===== src/rtl/ex_div_unit.sv =====
// ex_div_unit: iterative radix-2 restoring divider for RV64M DIV/DIVU/REM/REMU
// and the W forms (DIVW/DIVUW/REMW/REMUW). Sits in EX behind the ID/EX register.
//
// Ports:
//   clk_i     clock, rising edge
//   rst_ni    asynchronous active-low reset
//   start_i   valid divide op present in EX this cycle
//   flush_i   squash the in-flight op (branch redirect / trap)
//   op_i      00 DIV, 01 DIVU, 10 REM, 11 REMU
//   word_i    1 = W form (operate on low XLEN/2 bits, sign-extend result)
//   a_i       dividend (rs1)
//   b_i       divisor (rs2)
//   busy_o    FSM not idle
//   stall_o   holds IF/ID/ID-EX while an op is starting or iterating
//   done_o    one-cycle pulse, result_o valid
//   result_o  quotient or remainder, held until the next done_o
//
// Configuration macro: DIV_EARLY_OUT_EN
//   Defined: divide-by-zero and signed overflow finish one edge after start.
//   Undefined: those cases take the full iterative path; results are identical.

module ex_div_unit #(
    parameter int unsigned XLEN = 64
) (
    input  logic            clk_i,
    input  logic            rst_ni,
    input  logic            start_i,
    input  logic            flush_i,
    input  logic [1:0]      op_i,
    input  logic            word_i,
    input  logic [XLEN-1:0] a_i,
    input  logic [XLEN-1:0] b_i,
    output logic            busy_o,
    output logic            stall_o,
    output logic            done_o,
    output logic [XLEN-1:0] result_o
);

    localparam int unsigned HALF = XLEN / 2;
    localparam int unsigned CW   = $clog2(XLEN) + 1;

    localparam logic [CW-1:0]   ITER_FULL = CW'(XLEN);
    localparam logic [CW-1:0]   ITER_WORD = CW'(HALF);
    localparam logic [CW-1:0]   CNT_ONE   = CW'(1);
    // Most negative value, full width and sign-extended 32-bit form.
    localparam logic [XLEN-1:0] MIN_X     = {1'b1, {(XLEN-1){1'b0}}};
    localparam logic [XLEN-1:0] MIN_W     = {{(HALF+1){1'b1}}, {(HALF-1){1'b0}}};

    typedef enum logic [1:0] {StIdle, StCalc, StFix, StDone} state_e;

    state_e          state_q, state_d;
    logic [1:0]      op_q, op_d;
    logic            word_q, word_d;
    logic            sign_a_q, sign_a_d;
    logic            sign_b_q, sign_b_d;
    logic            dz_q, dz_d;
    logic            ovf_q, ovf_d;
    logic [XLEN-1:0] div_q, div_d;
    logic [XLEN-1:0] quo_q, quo_d;
    logic [XLEN-1:0] rem_q, rem_d;
    logic [CW-1:0]   cnt_q, cnt_d;
    logic [XLEN-1:0] result_q, result_d;

    // Sign-extend the low half to full width for W results.
    function automatic logic [XLEN-1:0] wfix(input logic w, input logic [XLEN-1:0] v);
        return w ? {{HALF{v[HALF-1]}}, v[HALF-1:0]} : v;
    endfunction

    // Operand preparation on the incoming op.
    logic            in_signed;
    logic [XLEN-1:0] a_ext, b_ext, a_mag, b_mag;
    logic            a_neg, b_neg;
    logic            in_div_zero, in_ovf;

    always_comb begin
        in_signed = ~op_i[0];
        if (word_i) begin
            a_ext = in_signed ? {{HALF{a_i[HALF-1]}}, a_i[HALF-1:0]}
                              : {{HALF{1'b0}}, a_i[HALF-1:0]};
            b_ext = in_signed ? {{HALF{b_i[HALF-1]}}, b_i[HALF-1:0]}
                              : {{HALF{1'b0}}, b_i[HALF-1:0]};
        end else begin
            a_ext = a_i;
            b_ext = b_i;
        end
        a_neg       = in_signed & a_ext[XLEN-1];
        b_neg       = in_signed & b_ext[XLEN-1];
        a_mag       = a_neg ? -a_ext : a_ext;
        b_mag       = b_neg ? -b_ext : b_ext;
        in_div_zero = (b_ext == '0);
        in_ovf      = in_signed && (a_ext == (word_i ? MIN_W : MIN_X)) && (b_ext == '1);
    end

`ifdef DIV_EARLY_OUT_EN
    logic [XLEN-1:0] early_result;

    always_comb begin
        if (op_i[1]) begin
            early_result = in_div_zero ? a_ext : '0;
        end else begin
            early_result = in_div_zero ? '1 : (word_i ? MIN_W : MIN_X);
        end
        early_result = wfix(word_i, early_result);
    end
`endif

    // Iteration step and final fix-up.
    logic [XLEN:0]   rem_shift;
    logic            rem_ge;
    logic [XLEN-1:0] rem_sub;
    logic [XLEN-1:0] q_fix, r_fix, fix_result;

    always_comb begin
        rem_shift = {rem_q, quo_q[XLEN-1]};
        rem_ge    = rem_shift >= {1'b0, div_q};
        // When rem_ge holds the true difference is below div_q, so the low bits suffice.
        rem_sub   = rem_shift[XLEN-1:0] - div_q;

        q_fix = (sign_a_q ^ sign_b_q) ? -quo_q : quo_q;
        if (dz_q) begin
            q_fix = '1;
        end else if (ovf_q) begin
            q_fix = word_q ? MIN_W : MIN_X;
        end
        // Remainder is already right for both special cases: with a zero divisor it
        // ends as |a| (sign restored below), and MIN / -1 leaves zero.
        r_fix      = sign_a_q ? -rem_q : rem_q;
        fix_result = wfix(word_q, op_q[1] ? r_fix : q_fix);
    end

    always_comb begin
        state_d  = state_q;
        op_d     = op_q;
        word_d   = word_q;
        sign_a_d = sign_a_q;
        sign_b_d = sign_b_q;
        dz_d     = dz_q;
        ovf_d    = ovf_q;
        div_d    = div_q;
        quo_d    = quo_q;
        rem_d    = rem_q;
        cnt_d    = cnt_q;
        result_d = result_q;

        unique case (state_q)
            StIdle: begin
                if (start_i && !flush_i) begin
                    op_d     = op_i;
                    word_d   = word_i;
                    sign_a_d = a_neg;
                    sign_b_d = b_neg;
                    dz_d     = in_div_zero;
                    ovf_d    = in_ovf;
                    div_d    = b_mag;
                    // W dividends sit in the top half so the MSB shift-out works unchanged.
                    quo_d    = word_i ? {a_mag[HALF-1:0], {HALF{1'b0}}} : a_mag;
                    rem_d    = '0;
                    cnt_d    = word_i ? ITER_WORD : ITER_FULL;
`ifdef DIV_EARLY_OUT_EN
                    if (in_div_zero || in_ovf) begin
                        result_d = early_result;
                        state_d  = StDone;
                    end else begin
                        state_d  = StCalc;
                    end
`else
                    state_d  = StCalc;
`endif
                end
            end
            StCalc: begin
                rem_d = rem_ge ? rem_sub : rem_shift[XLEN-1:0];
                quo_d = {quo_q[XLEN-2:0], rem_ge};
                cnt_d = cnt_q - CNT_ONE;
                if (cnt_q == CNT_ONE) begin
                    state_d = StFix;
                end
            end
            StFix: begin
                result_d = fix_result;
                state_d  = StDone;
            end
            StDone: begin
                state_d = StIdle;
            end
            default: begin
                state_d = StIdle;
            end
        endcase

        // Flush aborts from any state and never updates the visible result.
        if (flush_i) begin
            state_d  = StIdle;
            result_d = result_q;
        end
    end

    always_ff @(posedge clk_i or negedge rst_ni) begin
        if (!rst_ni) begin
            state_q  <= StIdle;
            op_q     <= '0;
            word_q   <= 1'b0;
            sign_a_q <= 1'b0;
            sign_b_q <= 1'b0;
            dz_q     <= 1'b0;
            ovf_q    <= 1'b0;
            div_q    <= '0;
            quo_q    <= '0;
            rem_q    <= '0;
            cnt_q    <= '0;
            result_q <= '0;
        end else begin
            state_q  <= state_d;
            op_q     <= op_d;
            word_q   <= word_d;
            sign_a_q <= sign_a_d;
            sign_b_q <= sign_b_d;
            dz_q     <= dz_d;
            ovf_q    <= ovf_d;
            div_q    <= div_d;
            quo_q    <= quo_d;
            rem_q    <= rem_d;
            cnt_q    <= cnt_d;
            result_q <= result_d;
        end
    end

    assign busy_o   = (state_q != StIdle);
    assign stall_o  = (start_i && (state_q == StIdle)) || (state_q == StCalc) ||
                      (state_q == StFix);
    assign done_o   = (state_q == StDone);
    assign result_o = result_q;

endmodule


===== config.mk =====
export PLATFORM = sky130hd
export DESIGN_NAME = ex_div_unit
export DESIGN_NICKNAME = d
export VERILOG_FILES = /design/src/rtl/ex_div_unit.sv
export SDC_FILE = /design/constraint.sdc
export NUM_CORES = 1
export LEC_CHECK = 0
export CAP_MARGIN = 20
export CORE_MARGIN = 1
export CORE_UTILIZATION = 50
export CTS_BUF_LIST = sky130_fd_sc_hd__clkbuf_4
export DETAILED_ROUTE_END_ITERATION = 10
export PLACE_DENSITY = 0.71
export SETUP_SLACK_MARGIN = 0.05
export SLEW_MARGIN = 20
export SYNTH_ARGS = -nofsm -noshare
export SYNTH_HDL_FRONTEND = slang
export SYNTH_SLANG_ARGS = --single-unit

===== constraint.sdc =====
create_clock -name clk_i -period 4.3 [get_ports clk_i]
set_input_delay 1.29 -clock clk_i [delete_from_list [all_inputs] [get_ports clk_i]]
set_output_delay 1.29 -clock clk_i [all_outputs]
set_load 0.01 [all_outputs]

# Word-level counts from Yosys, hierarchy flattened
# Index checks and enable logic that the tools add are counted.
# Widths: inputs -> output; s select.
word_totals:
  regBits: 272
  input_bits: 135
  out_inout_bits: 67
  word_cells: 75
classes:
  addsub: 6
  order_cmp: 1
  eq_ne: 9
  n_mux: 27
  bitwise_logic: 5
  reduce_logical: 15
ops:
  columns: ["op", "count"]
  rows:
  - ["$mux 64", 16]
  - ["$neg 64->64", 4]
  - ["$pmux 64 s2", 2]
  - ["$mux 63", 2]
  - ["$ge 65x64->1", 1]
  - ["$eq 64x64->1", 1]
  - ["$eq 64x64->1 const B", 1]
  - ["$logic_not 64->1", 1]
  - ["$sub 64x64->64", 1]
  - ["$mux 7", 2]
  - ["$pmux 7 s2", 1]
  - ["$pmux 2 s4", 1]
  - ["$reduce_and 2->1", 4]
  - ["$eq 7x1->1 const B", 1]
  - ["$sub 7x1->7 const B", 1]
  - ["$mux 2", 3]
  - ["$ne 3x3->1 const B", 2]
  - ["$eq 2x2->1 const B", 2]
  - ["$logic_and 1x1->1", 4]
  - ["$reduce_bool 2->1", 2]
  - ["$and 1x1->1", 2]
  - ["$eq 2x1->1 const B", 1]
  - ["$logic_not 2->1", 1]
  - ["$logic_or 1x1->1", 2]
  - ["other kinds (4)", 5]

# Depth between registers and ports, before layout
logic_depth:
  depth_word: 7
  mapped_depth: 16
  depth_no_buf: 15

# Least setup slack after synthesis
# No wires, ideal clock.
synth_path:
  kind: "input port to flip-flop"
  startpoint: "in a_i[18]"
  endpoint: "reg quo_q[57]"
  setup_time_ns: 0.078
  arrival_time_ns: 4.058
  required_ns: 4.222
  slack_ns: 0.165
  stages: 11
  path_buffers: 0
  path_cell_list: "or4_1 > nor4b_1 > nand4_1 > or4_1 > nor2_1 > nand2_1 > o21bai_1 > o31ai_1 > xnor2_1 > o21ai_1 > a21oi_1"
synth_between:
  elab_chain_cells: 7
synth_rtl:
  columns: ["element", "line_no", "rtl"]
  rows:
  - ["start: declaration", "31", "input logic [XLEN-1:0] a_i,"]
  - ["$mux 64", "78", "a_ext = in_signed ? {{HALF{a_i[HALF-1]}}, a_i[HALF-1:0]}"]
  - ["$mux 64 (*)", "77", "if (word_i) begin"]
  - ["$neg 64->64 (*)", "88", "a_mag = a_neg ? -a_ext : a_ext;"]
  - ["$mux 64 (*)", "88", null]
  - ["$mux 64 (*)", "156", "quo_d = word_i ? {a_mag[HALF-1:0], {HALF{1'b0}}} : a_mag;"]
  - ["$mux 64 (*)", "147", "if (start_i && !flush_i) begin"]
  - ["$pmux 64 s2 (*)", "145", "unique case (state_q)"]
  - ["end signal: assignment", "221", "quo_q <= quo_d;"]
  - ["end: declaration", "59", "logic [XLEN-1:0] quo_q, quo_d;"]
# Mark *: on every way between the ends. The rest lies on a longest branch, timed or not. The select of a mux whose other input is x is not followed.
# A chain may end at the register's enable or synchronous reset.

# Final worst setup path
layout_path:
  startpoint: "reg quo_q[63]"
  endpoint: "reg rem_q[58]"
layout_between:
  elab_chain_cells: 3
  elab_cells_between_ends: 4
  classes_between: "add/sub (1); order compare (1); mux (2)"
layout_rtl:
  columns: ["element", "line_no", "rtl"]
  rows:
  - ["$sub 64x64->64 / $ge 65x64->1 (equally long branches)", "117, 115", null]
  - ["$mux 64 (*)", "172", "rem_d = rem_ge ? rem_sub : rem_shift[XLEN-1:0];"]
  - ["$pmux 64 s2 (*)", "145", null]
  - ["end signal: assignment", "222", "rem_q <= rem_d;"]
  - ["end: declaration", "60", "logic [XLEN-1:0] rem_q, rem_d;"]
# Mark *: on every way between the ends. The rest lies on a longest branch, timed or not.

==> metrics.yaml <==
status: "completed"
crit_arrival_ps: 4730
min_path_type: "flop to flop"
yosysWarnings: 0
whs_path_depth: 2
ant_nets: 0
wl_per_cell_um: 21.46
drc_errors: 0
placed_cells: 3895
drt_first_pass_iters: 6
rsz0062_at_grt: "no"
syn_nets: 3263
clock_sinks: 271
dr_wl_met2_um: 35670
wirelength_um: 86630
max_cap_violations: 0
worst_r2r_path_depth: 15
grt_pass1_wl_um: 132600
die-height_um: 215.1
hold_slack_ps: 479.2
synth_edf_count: 0
setup_viol: 0
portBuffers: 201
cp.required_ps: 4980
synth.most_common_cell: "nand2_1"
ys_top_cells_by_count: "nand2_1 (411), o21ai_0 (380), nor2_1 (277), dfrtp_1 (271), a21oi_1 (270)"
synthCells: 3051
crit_path_top_delay_cell: "a311oi_1"
area_growth_pct: 22.12
num_vias: 24630
multiInputGateArea_um2: 14810
endpoint_kind: "flop"
maxUsedRoutingLayer: "met5"
gp_routability_congestion: 1.014
period_share_pct: 94.18
antenna_found_initial: 4
track_usage_pct: 36.87
yosysUniqueCellTypes: 74
grt_max_degree: 124
drive_above_1_share_pct: 11.65
fillCellCount: 4105
p_leak_uw: 0.01219
cts_made_buffers: 80
async_flop_share_pct: 100.0
slew_headroom_pct: 29.90
hpwlAfterDp_um: 68390
start_util_pct: 51.00
critPathBufInv: 2
stdcell_count: 4036
synth.area.top_cells: "dfrtp_1 (30%), o21ai_0 (8.4%), nand2_1 (6.8%)"
timing.final.crit_period_ps: 4050
power_density_nw_per_um2: 760.1
met1_length_um: 39260
num_rows: 77
synth_top_area_share_pct: 29.88
grt-ovfl-total: 0
placed_area_um2: 26710
worstSetupPathType: "flop to flop"
grt_pass1_vias: 22680
max_freq_mhz: 246.9
worstSetupStartpointType: "flop"
r2r_slack_ps: 250
htreeDepth: 3
r2r-end: "rem_q[58]"
clock_path_buffers: 3
first_iter_violations: 2797
yosys_register_bits: 271
hold_start: "result_o[35]"
cpPeakStageDelay_ps: 530
clockRootBuffer: "clkbuf_4"
finalHoldViolCount: 0
synth_area_leader_cell: "dfrtp_1"
wl_met3_um: 9073
maxSlewViolCount: 0
timing.rr.start: "quo_q[63]"
synth_seq_area_share_pct: 29.88
tightest_slew_ps: 1050
irDropWorstVdd_mv: 0.4171
place_ws_ps: -398.6
syn_avg_cell_area_um2: 7.440
clkTransAtPathRegs_ps: 70
cp_max_fo: 4
critPathTopFamily: "compound AO/OA/AOI/OAI gates"
netlist_area_um2: 22700
die_area_um2: 46260
ys.flop_type: "dfrtp_1"
fin_skew_ps: 74.00
pin_count: 202
clkLatencyLatePin_ps: 850
coreArea_um2: 44510
fp.dieW_um: 215.1
whs_endpoint: "result_o[35]"
cts_tree: "built"
path_cells: "inv_1 > ha_1 > inv_1 > fa_1 > a211oi_1 > o211ai_1 > nand3_1 > a311oi_1 > or3_1 > nor2_1 > o21ai_0 > o22ai_2 > o21ai_0 > xnor2_1 > o221ai_1"
via_per_inst: 6.102
nets: 3597
seqCellArea_um2: 6783
postLayoutCellArea_um2: 27720
setup_ws_ps: 250.1
-- flip-flops by register name, summed over array words and instances, names as in the netlist --
| signal | flops |
|---|---|
| rem_q | 64 |
| sign_b_q | 1 |
| state_q | 2 |
| op_q | 1 |
| word_q | 1 |
| sign_a_q | 1 |
| div_q | 64 |
| dz_q | 1 |
| ovf_q | 1 |
| quo_q | 64 |
| cnt_q | 7 |
| result_o | 64 |
-- cell type report --
class | count | area share, %
antenna | 1 | 0.009027
clock buffer | 107 | 2.898
clock inverter | 33 | 0.6229
inverter | 127 | 1.720
multi-input combinational | 2466 | 53.43
sequential | 271 | 24.47
tap | 592 | 2.672
timing repair buffer | 439 | 14.18
-- stage by stage --
step                util, %  TNS (ps)  total power [uW]
global placement      60.02     -5297             17990
detailed placement    60.02     -6705             18210
floorplan                 -         0             13390
CTS                   62.21         0             20730
finish                62.28         0             21070
global route          62.28         0             22510
-- worst reg2reg max path, cell delays in order (launching register included) --
cell      delay (ps)
dfrtp_1          500
inv_1             80
ha_1             190
inv_1             70
fa_1             250
a211oi_1         120
o211ai_1         340
nand3_1          170
a311oi_1         530
or3_1            310
nor2_1            60
o21ai_0          440
o22ai_2          280
o21ai_0          290
xnor2_1          160
o221ai_1         130
-- routing by layer --
metal  global-route usage (%)  vias up
met5                        0        -
met3                    9.101      152
met4                    12.96        6
met1                    53.98    11670
met2                    52.32     1216
li1                         -    11580
-- what timing repair did --
action	CTS	global route
hold buffers	0	0
endpoints found under the setup margin	0	35
setup buffers	0	0
resized for setup	0	4
-- layout by cell type, fill, tap and decap left out, types with 17 or more instances in the layout --
cell             Yosys  routed
nor3_1              70      70
o21ai_0            380     380
xnor2_1            145     144
a21o_1              39      39
a211oi_1            37      37
ha_1                76      74
o21bai_1            17      17
a21oi_1            270     269
nand2b_1            19      18
nor2_1             277     276
buf_4                1     228
a31oi_1             21      21
clkdlybuf4s50_1      0     199
inv_1              126     126
clkinv_1             1      24
xor2_1             149     148
nor4_1              47      47
o211ai_1            39      39
clkbuf_4             0     107
or3_1               23      23
nand4_1             42      42
nor2b_1             20      19
dfrtp_1            271     270
o31ai_1             51      49
a221oi_1            23      23
nand2_1            411     411
mux2i_1             35      35
nand3_1             64      64
or4_1               34      34
-- worst max-delay path by stage --
stage | start | to | slack, ps | depth (start not counted)
floorplan | a_i[18] | quo_q[57] | 160 | 11
global placement | a_i[18] | quo_q[53] | -390 | 14
detailed placement | a_i[29] | quo_q[59] | -400 | 12
CTS | div_q[7] | rem_q[50] | 190 | 16
global route | div_q[8] | rem_q[17] | 80 | 16
finish | quo_q[63] | rem_q[58] | 250 | 15
-- power by group --
| group | switching (uW) | total (uW) | internal (uW) | leakage, uW |
|---|---|---|---|---|
| sequential | 1330 | 4890 | 3560 | 0.00345 |
| clock | 1240 | 2460 | 1220 | 0.000571 |
| combinational | 8280 | 13700 | 5440 | 0.00817 |
| total | 10800 | 21100 | 10200 | 0.0122 |
-- logic make-up after synthesis --
logic type | Yosys count | synth area share, %
XOR/XNOR | 294 | 11.34
AND/OR/NAND/NOR | 1076 | 21.88
buffers and inverters | 314 | 5.264
adder cells (fa/ha/maj) | 77 | 4.277
AO/OA/AOI/OAI | 981 | 25.67
multiplexers | 38 | 1.692
flip-flops | 271 | 29.88
No activity file was read; power rests on OpenSTA's default activity.
